[src/rtl/alu_arbiter_pkg.sv]
// Shared types and constants for the two-port ALU arbiter.
// The opcode values must match the ALU's own opcode encoding.
package alu_arbiter_pkg;

    // Opcodes the arbiter and its users refer to.
    // ALU_NOP is deliberately outside the ALU's decode space, so the ALU returns 0 for it.
    localparam logic [4:0] ALU_ADD = 5'h00;
    localparam logic [4:0] ALU_SUB = 5'h01;
    localparam logic [4:0] ALU_AND = 5'h02;
    localparam logic [4:0] ALU_OR  = 5'h03;
    localparam logic [4:0] ALU_XOR = 5'h04;
    localparam logic [4:0] ALU_DIV = 5'h05;
    localparam logic [4:0] ALU_NOP = 5'h1F;

    typedef enum logic [1:0] {
        ARB_IDLE = 2'd0,
        ARB_PEND = 2'd1,
        ARB_HOLD = 2'd2
    } arb_state_e;

endpackage

[src/rtl/alu_arbiter_if.sv]
// Request, ALU and response bundle between the two requesters, the arbiter and the ALU.
// The slave modport is the arbiter's view; the master modport is the requesters' and ALU's view.
interface alu_arbiter_if #(
    parameter int W   = 32,
    parameter int OPW = 5
);
    logic [1:0]     req_valid;
    logic [1:0]     req_ready;
    logic [OPW-1:0] req0_op, req1_op;
    logic [W-1:0]   req0_a, req1_a;
    logic [W-1:0]   req0_b, req1_b;
    logic [OPW-1:0] alu_op;
    logic [W-1:0]   alu_r1, alu_r2;
    logic [W-1:0]   alu_res;
    logic           alu_zero;
    logic           rsp_valid;
    logic           rsp_ready;
    logic           rsp_id;
    logic [W-1:0]   rsp_res;
    logic           rsp_zero;

    modport slave (
        input  req_valid, req0_op, req1_op, req0_a, req1_a, req0_b, req1_b,
        input  alu_res, alu_zero, rsp_ready,
        output req_ready, alu_op, alu_r1, alu_r2,
        output rsp_valid, rsp_id, rsp_res, rsp_zero
    );

    modport master (
        output req_valid, req0_op, req1_op, req0_a, req1_a, req0_b, req1_b,
        output alu_res, alu_zero, rsp_ready,
        input  req_ready, alu_op, alu_r1, alu_r2,
        input  rsp_valid, rsp_id, rsp_res, rsp_zero
    );
endinterface

[src/rtl/alu_arbiter_rr_arbiter2.sv]
// Two-way round-robin arbiter: one-hot grant, and a pointer that moves
// to the loser after every grant so a persistent pair alternates.
module rr_arbiter2 (
    input  logic       clk,
    input  logic       rst_n,
    input  logic [1:0] req,
    input  logic       en,
    output logic [1:0] gnt
);
    logic rr;
    logic win;

    always_comb begin
        win = (req == 2'b11) ? rr : req[1];
        gnt = 2'b00;
        if (en && req != 2'b00)
            gnt = win ? 2'b10 : 2'b01;
    end

    always_ff @(posedge clk or negedge rst_n) begin
        if (!rst_n)
            rr <= 1'b0;
        else if (|gnt)
            rr <= ~win;
    end
endmodule

[src/rtl/alu_arbiter.sv]
// Shares one registered ALU between two requesters with a single response channel.
// Optional: define ALU_ARB_DIVZERO_EN to intercept divide-by-zero and return all-ones.
module alu_arbiter
    import alu_arbiter_pkg::*;
#(
    parameter int W   = 32,
    parameter int OPW = 5
) (
    input  logic        clk,
    input  logic        rst_n,
    alu_arbiter_if.slave bus
);
    arb_state_e     state, state_nxt;
    logic [1:0]     gnt;
    logic           can_issue, grant, win;
    logic [OPW-1:0] win_op;
    logic [W-1:0]   win_a, win_b;
    logic           id_q, hold_id, hold_zero;
    logic [W-1:0]   hold_res;
    logic [W-1:0]   pend_res;
    logic           pend_zero;
    logic           dz_hit;

    // Gating with rst_n keeps req_ready low while reset is asserted.
    assign can_issue = (state == ARB_IDLE) | bus.rsp_ready;

    rr_arbiter2 u_rr (
        .clk   (clk),
        .rst_n (rst_n),
        .req   (bus.req_valid),
        .en    (can_issue & rst_n),
        .gnt   (gnt)
    );

    assign grant         = |gnt;
    assign win           = gnt[1];
    assign win_op        = win ? bus.req1_op : bus.req0_op;
    assign win_a         = win ? bus.req1_a  : bus.req0_a;
    assign win_b         = win ? bus.req1_b  : bus.req0_b;
    assign bus.req_ready = gnt;

`ifdef ALU_ARB_DIVZERO_EN
    logic dz_q;
    assign dz_hit = grant && (win_op == OPW'(ALU_DIV)) && (win_b == '0);

    // PEND always directly follows a grant, so last cycle's dz_hit describes the pending result.
    always_ff @(posedge clk or negedge rst_n) begin
        if (!rst_n) dz_q <= 1'b0;
        else        dz_q <= dz_hit;
    end

    assign pend_res  = dz_q ? '1   : bus.alu_res;
    assign pend_zero = dz_q ? 1'b0 : bus.alu_zero;
`else
    assign dz_hit    = 1'b0;
    assign pend_res  = bus.alu_res;
    assign pend_zero = bus.alu_zero;
`endif

    always_ff @(posedge clk or negedge rst_n) begin
        if (!rst_n) state <= ARB_IDLE;
        else        state <= state_nxt;
    end

    always_comb begin
        state_nxt = state;
        case (state)
            ARB_IDLE: state_nxt = grant ? ARB_PEND : ARB_IDLE;
            ARB_PEND,
            ARB_HOLD: begin
                if (bus.rsp_ready)          state_nxt = grant ? ARB_PEND : ARB_IDLE;
                else                        state_nxt = ARB_HOLD;
            end
            default:                        state_nxt = ARB_IDLE;
        endcase
    end

    always_ff @(posedge clk or negedge rst_n) begin
        if (!rst_n) begin
            id_q      <= 1'b0;
            hold_id   <= 1'b0;
            hold_res  <= '0;
            hold_zero <= 1'b0;
        end else begin
            if (grant)
                id_q <= win;
            if (state == ARB_PEND && !bus.rsp_ready) begin
                hold_res  <= pend_res;
                hold_zero <= pend_zero;
                hold_id   <= id_q;
            end
        end
    end

    always_comb begin
        bus.alu_op    = OPW'(ALU_NOP);
        bus.alu_r1    = '0;
        bus.alu_r2    = '0;
        bus.rsp_valid = (state != ARB_IDLE);
        bus.rsp_id    = 1'b0;
        bus.rsp_res   = '0;
        bus.rsp_zero  = 1'b0;
        if (grant) begin
            bus.alu_op = dz_hit ? OPW'(ALU_NOP) : win_op;
            bus.alu_r1 = win_a;
            bus.alu_r2 = win_b;
        end
        case (state)
            ARB_PEND: begin
                bus.rsp_id   = id_q;
                bus.rsp_res  = pend_res;
                bus.rsp_zero = pend_zero;
            end
            ARB_HOLD: begin
                bus.rsp_id   = hold_id;
                bus.rsp_res  = hold_res;
                bus.rsp_zero = hold_zero;
            end
            default: ;
        endcase
    end
endmodule

[src/flat_wrapper.sv]
// flat-port wrapper written by rule: the top's interface ports become plain ports
module alu_arbiter_flat import alu_arbiter_pkg::*;
#(
    parameter int W   = 32,
    parameter int OPW = 5
)
  (clk, rst_n, bus_req_valid, bus_req0_op, bus_req1_op, bus_req0_a, bus_req1_a, bus_req0_b, bus_req1_b, bus_alu_res, bus_alu_zero, bus_rsp_ready, bus_req_ready, bus_alu_op, bus_alu_r1, bus_alu_r2, bus_rsp_valid, bus_rsp_id, bus_rsp_res, bus_rsp_zero);
  alu_arbiter_if #(.W(W), .OPW(OPW)) bus_i ();
  input  logic clk;
  input  logic rst_n;
  input wire logic [$bits(bus_i.req_valid)-1:0] bus_req_valid;
  input wire logic [$bits(bus_i.req0_op)-1:0] bus_req0_op;
  input wire logic [$bits(bus_i.req1_op)-1:0] bus_req1_op;
  input wire logic [$bits(bus_i.req0_a)-1:0] bus_req0_a;
  input wire logic [$bits(bus_i.req1_a)-1:0] bus_req1_a;
  input wire logic [$bits(bus_i.req0_b)-1:0] bus_req0_b;
  input wire logic [$bits(bus_i.req1_b)-1:0] bus_req1_b;
  input wire logic [$bits(bus_i.alu_res)-1:0] bus_alu_res;
  input wire logic [$bits(bus_i.alu_zero)-1:0] bus_alu_zero;
  input wire logic [$bits(bus_i.rsp_ready)-1:0] bus_rsp_ready;
  output wire logic [$bits(bus_i.req_ready)-1:0] bus_req_ready;
  output wire logic [$bits(bus_i.alu_op)-1:0] bus_alu_op;
  output wire logic [$bits(bus_i.alu_r1)-1:0] bus_alu_r1;
  output wire logic [$bits(bus_i.alu_r2)-1:0] bus_alu_r2;
  output wire logic [$bits(bus_i.rsp_valid)-1:0] bus_rsp_valid;
  output wire logic [$bits(bus_i.rsp_id)-1:0] bus_rsp_id;
  output wire logic [$bits(bus_i.rsp_res)-1:0] bus_rsp_res;
  output wire logic [$bits(bus_i.rsp_zero)-1:0] bus_rsp_zero;
  assign bus_i.req_valid = bus_req_valid;
  assign bus_i.req0_op = bus_req0_op;
  assign bus_i.req1_op = bus_req1_op;
  assign bus_i.req0_a = bus_req0_a;
  assign bus_i.req1_a = bus_req1_a;
  assign bus_i.req0_b = bus_req0_b;
  assign bus_i.req1_b = bus_req1_b;
  assign bus_i.alu_res = bus_alu_res;
  assign bus_i.alu_zero = bus_alu_zero;
  assign bus_i.rsp_ready = bus_rsp_ready;
  assign bus_req_ready = bus_i.req_ready;
  assign bus_alu_op = bus_i.alu_op;
  assign bus_alu_r1 = bus_i.alu_r1;
  assign bus_alu_r2 = bus_i.alu_r2;
  assign bus_rsp_valid = bus_i.rsp_valid;
  assign bus_rsp_id = bus_i.rsp_id;
  assign bus_rsp_res = bus_i.rsp_res;
  assign bus_rsp_zero = bus_i.rsp_zero;
  alu_arbiter #(.W(W), .OPW(OPW)) u_core (.clk(clk), .rst_n(rst_n), .bus(bus_i));
endmodule
[config.mk]
export PLATFORM = sky130hd
export DESIGN_NAME = alu_arbiter_flat
export DESIGN_NICKNAME = d
export VERILOG_FILES = /design/src/rtl/alu_arbiter_pkg.sv /design/src/rtl/alu_arbiter_if.sv /design/src/rtl/alu_arbiter_rr_arbiter2.sv /design/src/rtl/alu_arbiter.sv /design/src/flat_wrapper.sv
export SDC_FILE = /design/constraint.sdc
export NUM_CORES = 1
export LEC_CHECK = 0
export ABC_AREA = 1
export CAP_MARGIN = 25
export CORE_ASPECT_RATIO = 0.8
export CORE_MARGIN = 4
export CORE_UTILIZATION = 33
export DETAILED_ROUTE_END_ITERATION = 16
export PLACE_DENSITY_LB_ADDON = 0.12
export SLEW_MARGIN = 30
export SYNTH_ARGS = -nofsm -noshare
export SYNTH_HDL_FRONTEND = slang
export SYNTH_SLANG_ARGS = --single-unit
[constraint.sdc]
create_clock -name clk -period 2.1 [get_ports clk]
set_clock_uncertainty 0.2 [all_clocks]
set_input_delay 0.21 -clock clk [delete_from_list [all_inputs] [get_ports clk]]
set_output_delay 0.21 -clock clk [all_outputs]
set_load 0.05 [all_outputs]
# Yosys cells after proc, flatten, opt, wreduce, memory -nomap -nowiden
# Cells that the tools add are included.
# classes
eq_ne,3
mux,15
bitwise_logic,3
n_reduce_logical,8
# ops
cell,n
$mux W32,4
$pmux W32 S2,1
$mux W5,2
$mux W2,3
$eq A2 B2 Y1 const B,2
$pmux W1 S2,2
$pmux W2 S2,1
$reduce_bool A2 Y1,2
$reduce_or A2 Y1,2
$eq A2 B1 Y1 const B,1
$logic_and A1 B1 Y1,2
$logic_not A2 Y1,1
$mux W1,2
$and A1 B1 Y1,1
$logic_not A1 Y1,1
$not A1 Y1,1
$or A1 B1 Y1,1
# word_totals
register_bits,38
inputBits,176
out_inout_bits,106
word_cells,35

# Depth between registers and ports, before layout
# depth
depth_word,9
depth_mapped,8
mapped_depth_nobuf,7

# By module
# From an unflattened synthesis, not the netlist that was laid out.
# unflattened
cells_unflattened,526
hier_area_um2,3047.9
# modules_own_cells
mod,instances,cells_per_inst,area_each_um2,seq_area_each_um2
alu_arbiter,1,513,2976.6,925.9
rr_arbiter2,1,13,71.3,25.0

# Worst setup path before layout
# OpenSTA, ideal clock, no wires.
# synth_timing
path_kind,reg2out
start,register u_core.state[0]
end,output port bus_alu_r1[0]
arrival_ps,1922
t_required_ps,1690
setup_slack_ps,-232
path_stages_with_launch,9
path_cell_list,dfrtp_1 -> inv_1 -> ha_1 -> nor2_1 -> nor2_4 -> nand2_2 -> buf_2 -> nor2_1 -> nor2_1
# synth_between
elab_chain_cells,7
elab_cells_between_ends,8
classes_between,3 x mux; 2 x bitwise; 3 x reduce/logical
# synth_lines
item,line,text
start: declaration,alu_arbiter.sv:13,"arb_state_e state, state_nxt;"
start signal: assignment,alu_arbiter.sv:62,else state <= state_nxt;
$logic_not A2 Y1 *,alu_arbiter.sv:25,assign can_issue = (state == ARB_IDLE) | bus.rsp_ready;
$or A1 B1 Y1 *,alu_arbiter.sv:25,
$and A1 B1 Y1 *,alu_arbiter.sv:31,".en (can_issue & rst_n),"
$logic_and A1 B1 Y1 *,alu_arbiter_rr_arbiter2.sv:16,if (en && req != 2'b00)
$mux W2 *,alu_arbiter_rr_arbiter2.sv:16,
$mux W32 / $reduce_or A2 Y1 (equally long branches),"alu_arbiter.sv:38, alu_arbiter.sv:35",
$mux W32 *,alu_arbiter.sv:103,if (grant) begin
end: declaration,flat_wrapper.sv:23,output wire logic [$bits(bus_i.alu_r1)-1:0] bus_alu_r1;
# Every way passes the cells marked *; elsewhere a longest branch is shown, timed or not.

# Worst setup path after layout
# layout_timing
start,register u_core.state[0]
end,output port bus_rsp_res[24]
# layout_between
elab_chain_cells,2
elab_cells_between_ends,3
classes_between,2 x eq/ne; 1 x mux
# layout_lines
item,line,text
$eq A2 B2 Y1 / $eq A2 B1 Y1 (equally long branches),alu_arbiter.sv:108,case (state)
$pmux W32 S2 *,alu_arbiter.sv:108,
end: declaration,flat_wrapper.sv:27,output wire logic [$bits(bus_i.rsp_res)-1:0] bus_rsp_res;
# Marks and branches as above.

==> impl_metrics.json <==
{
  "outcome": "complete, but fails checks",
  "violations": "setup timing",
  "netlist.area_leader.share_pct": 28.5,
  "dp_hpwl_mm": 13.4,
  "cts_sinks": 38,
  "n_antenna_cell": 0,
  "period_minus_slack_ps": 2310,
  "crit_path_max_incr_delay_ps": 420,
  "worstMarginPinSlew_ps": 446,
  "period_share_pct": 110,
  "viasPerCell": 5.33,
  "die_area_um2": 11800,
  "antenna_found_initial": 0,
  "drv_cap": 0,
  "synth_area_per_cell_um2": 5.54,
  "cp_common_cell": "buf_4",
  "drtIter0Drc": 343,
  "power_leakage_nw": 3.99,
  "nets": 1078,
  "postRouteWirelength_mm": 21.7,
  "synth_nets": 782,
  "syn_to_final_growth_pct": 163,
  "path_clk_slew_ps": 60,
  "rsz0062_at_grt": "true",
  "peakVddDrop_mv": 0.782,
  "synth_area_leaders": "dfrtp_1, nand2_1, nand3_1",
  "hold_viol": 0,
  "synth.most_common_cell": "nand2_1",
  "setup_violations": 105,
  "reg2reg_depth": 8,
  "drtAntennaViolNets": 0,
  "relSlewSlack_pct": 70.3,
  "clkLatencyLatePin_ps": 270,
  "chipWidth_um": 120,
  "start_util_pct": 34.2,
  "arrival_ps": 1900,
  "ys_ff_latch": 38,
  "cp_max_fo": 8,
  "hp-class": "in -> async",
  "tns_ps": -15770,
  "drive_above_1_share_pct": 39.1,
  "synth.distinct_cells": 19,
  "dr.pass1.iters": 5,
  "synth_edf_count": 0,
  "worstSetupPathType": "reg -> out",
  "worst_slack_ps": -209,
  "cts_tree": "built",
  "cp-start-kind": "flop",
  "die_y_um": 97.9,
  "cts_root_buf": "clkbuf_16",
  "yosysWarnings": 0,
  "power_density_nw_per_um2": 935,
  "nFillCells": 457,
  "fmax_mhz": 433,
  "synth_cells": 602,
  "grt_pass1_wl_mm": 27.8,
  "grt_max_degree": 35,
  "clock_path_buffers": 2,
  "fp-row-count": 32,
  "synth_largest_area_cell": "dfrtp_1",
  "htree_levels": 2,
  "placement.io_buffers": 281,
  "crit_chain": "inv_2 > buf_4 > buf_4 > ha_4 > clkbuf_16 > nand2_2 > a21oi_2 > buf_12",
  "drcViolationCount": 0,
  "io_pins": 282,
  "grt.total_usage_pct": 29.4,
  "synth_top_flop_cell": "dfrtp_1",
  "gp_congestion": 0.885,
  "synth_common_cells": "nand2_1, nand3_1, nor2_1, inv_1, dfrtp_1",
  "async_flop_share_pct": 100,
  "crit_slowest_cell": "dfrtp_1",
  "core_area_um2": 9770,
  "syn_area_um2": 3340,
  "avgRoutedWirePerCell_um": 21.0,
  "pre_cts_slack_ps": -117,
  "slew_viol_final": 0,
  "synth.yosys.seq_area_share_pct": 28.5,
  "grt-ovfl-total": 0,
  "worstSetupEndpointType": "output pin",
  "cp.required_ps": 1690,
  "cts_made_buffers": 5,
  "num_vias": 5502,
  "grt_pass1_vias": 5303
}
[repair_timing]
action / CTS / global route
cloned: 4 / 8
hold buffers: 1 / 0
setup endpoints to repair: 90 / 104
buffers inserted: 8 / 5
pin swaps: 7 / 50
gates resized for setup: 124 / 143
endpoints found under the hold margin: 38 / 0
[cell usage in the layout, fill, tap and decap left out, types with 19 or more instances in the layout]
cell type	n
nand3_1	76
buf_8	19
inv_1	46
buf_4	23
a21oi_4	23
nor2_2	33
nand2_4	29
buf_6	35
dfrtp_1	38
nand2_1	192
buf_12	70
clkdlybuf4s50_1	173
nor2_4	40
nand2_2	30
[flip-flops by register name, indices dropped and copies added (netlist names)]
name              count
u_core.u_rr.rr        1
u_core.id_q           1
u_core.hold_id        1
u_core.hold_zero      1
u_core.hold_res      32
u_core.state          2
[path summary, 6_finish.rpt]
check	start	to	slack, ps
min	rst_n	u_core.id_q$_DFFE_PN0P_	250
max	u_core.state[0]$_DFF_PN0_	bus_rsp_res[24]	-210
max in group asynchronous	rst_n	u_core.hold_res[7]$_DFFE_PN0P_	690
min in group clk	u_core.hold_res[26]$_DFFE_PN0P_	u_core.hold_res[26]$_DFFE_PN0P_	270
max reg2reg	u_core.state[0]$_DFF_PN0_	u_core.hold_res[5]$_DFFE_PN0P_	140
min reg2reg	u_core.hold_res[26]$_DFFE_PN0P_	u_core.hold_res[26]$_DFFE_PN0P_	270
[final cells by class]
| type | count | area (um^2) | area share, % |
|---|---|---|---|
| Multi-Input combinational cell | 470 | 3070 | 35.0 |
| Sequential cell | 38 | 951 | 10.8 |
| Clock buffer | 6 | 139 | 1.58 |
| Tap cell | 136 | 170 | 1.94 |
| Timing Repair Buffer | 332 | 4250 | 48.4 |
| Inverter | 51 | 191 | 2.18 |
[where the power goes]
group | internal (mW) | switching [mW] | total, mW
sequential | 1.06 | 0.315 | 1.38
combinational | 2.55 | 3.54 | 6.09
clock | 0.459 | 0.279 | 0.738
total | 4.07 | 4.13 | 8.20
[stage by stage]
stage          std cells  utilization [%]  instance area (um^2)  total power, mW  hold WS, ps
5_1_grt             1033             89.8                  8780             8.54          254
2_1_floorplan        602                -                  3650             3.86         -286
3_3_place_gp        1004             74.3                  7260             5.82         -137
4_1_cts             1022             81.9                  8000             7.16          225
3_5_place_dp        1004             74.3                  7260             5.93         -132
6_report            1033             89.8                  8780             8.20          254
[worst max-delay path: cells and delay by family, from the launching register on]
family / cells / cell delay, ps
buf+inv: 5 / 730
flops: 1 / 420
fa+ha+maj: 1 / 230
compound gates: 1 / 180
simple gates: 1 / 70
[cells by family (layout without fill, tap and decap cells)]
group | count (synthesis) | after routing | synth area share [%]
and+or+nand+nor | 426 | 426 | 51.7
buffers and inverters | 94 | 389 | 11.7
AOI/OAI and AO/OA | 40 | 40 | 6.67
DFF | 38 | 38 | 28.5
adders and majority gates | 4 | 4 | 1.50
[layer usage]
metal	global-route usage, %	up-vias	routed length [um]
met4	10.3	0	1040
met5	0	-	0
met1	33.7	2651	7430
met3	8.34	75	1910
met2	52.4	327	11300
li1	-	2449	-
Power figures use the tool's default switching activity.
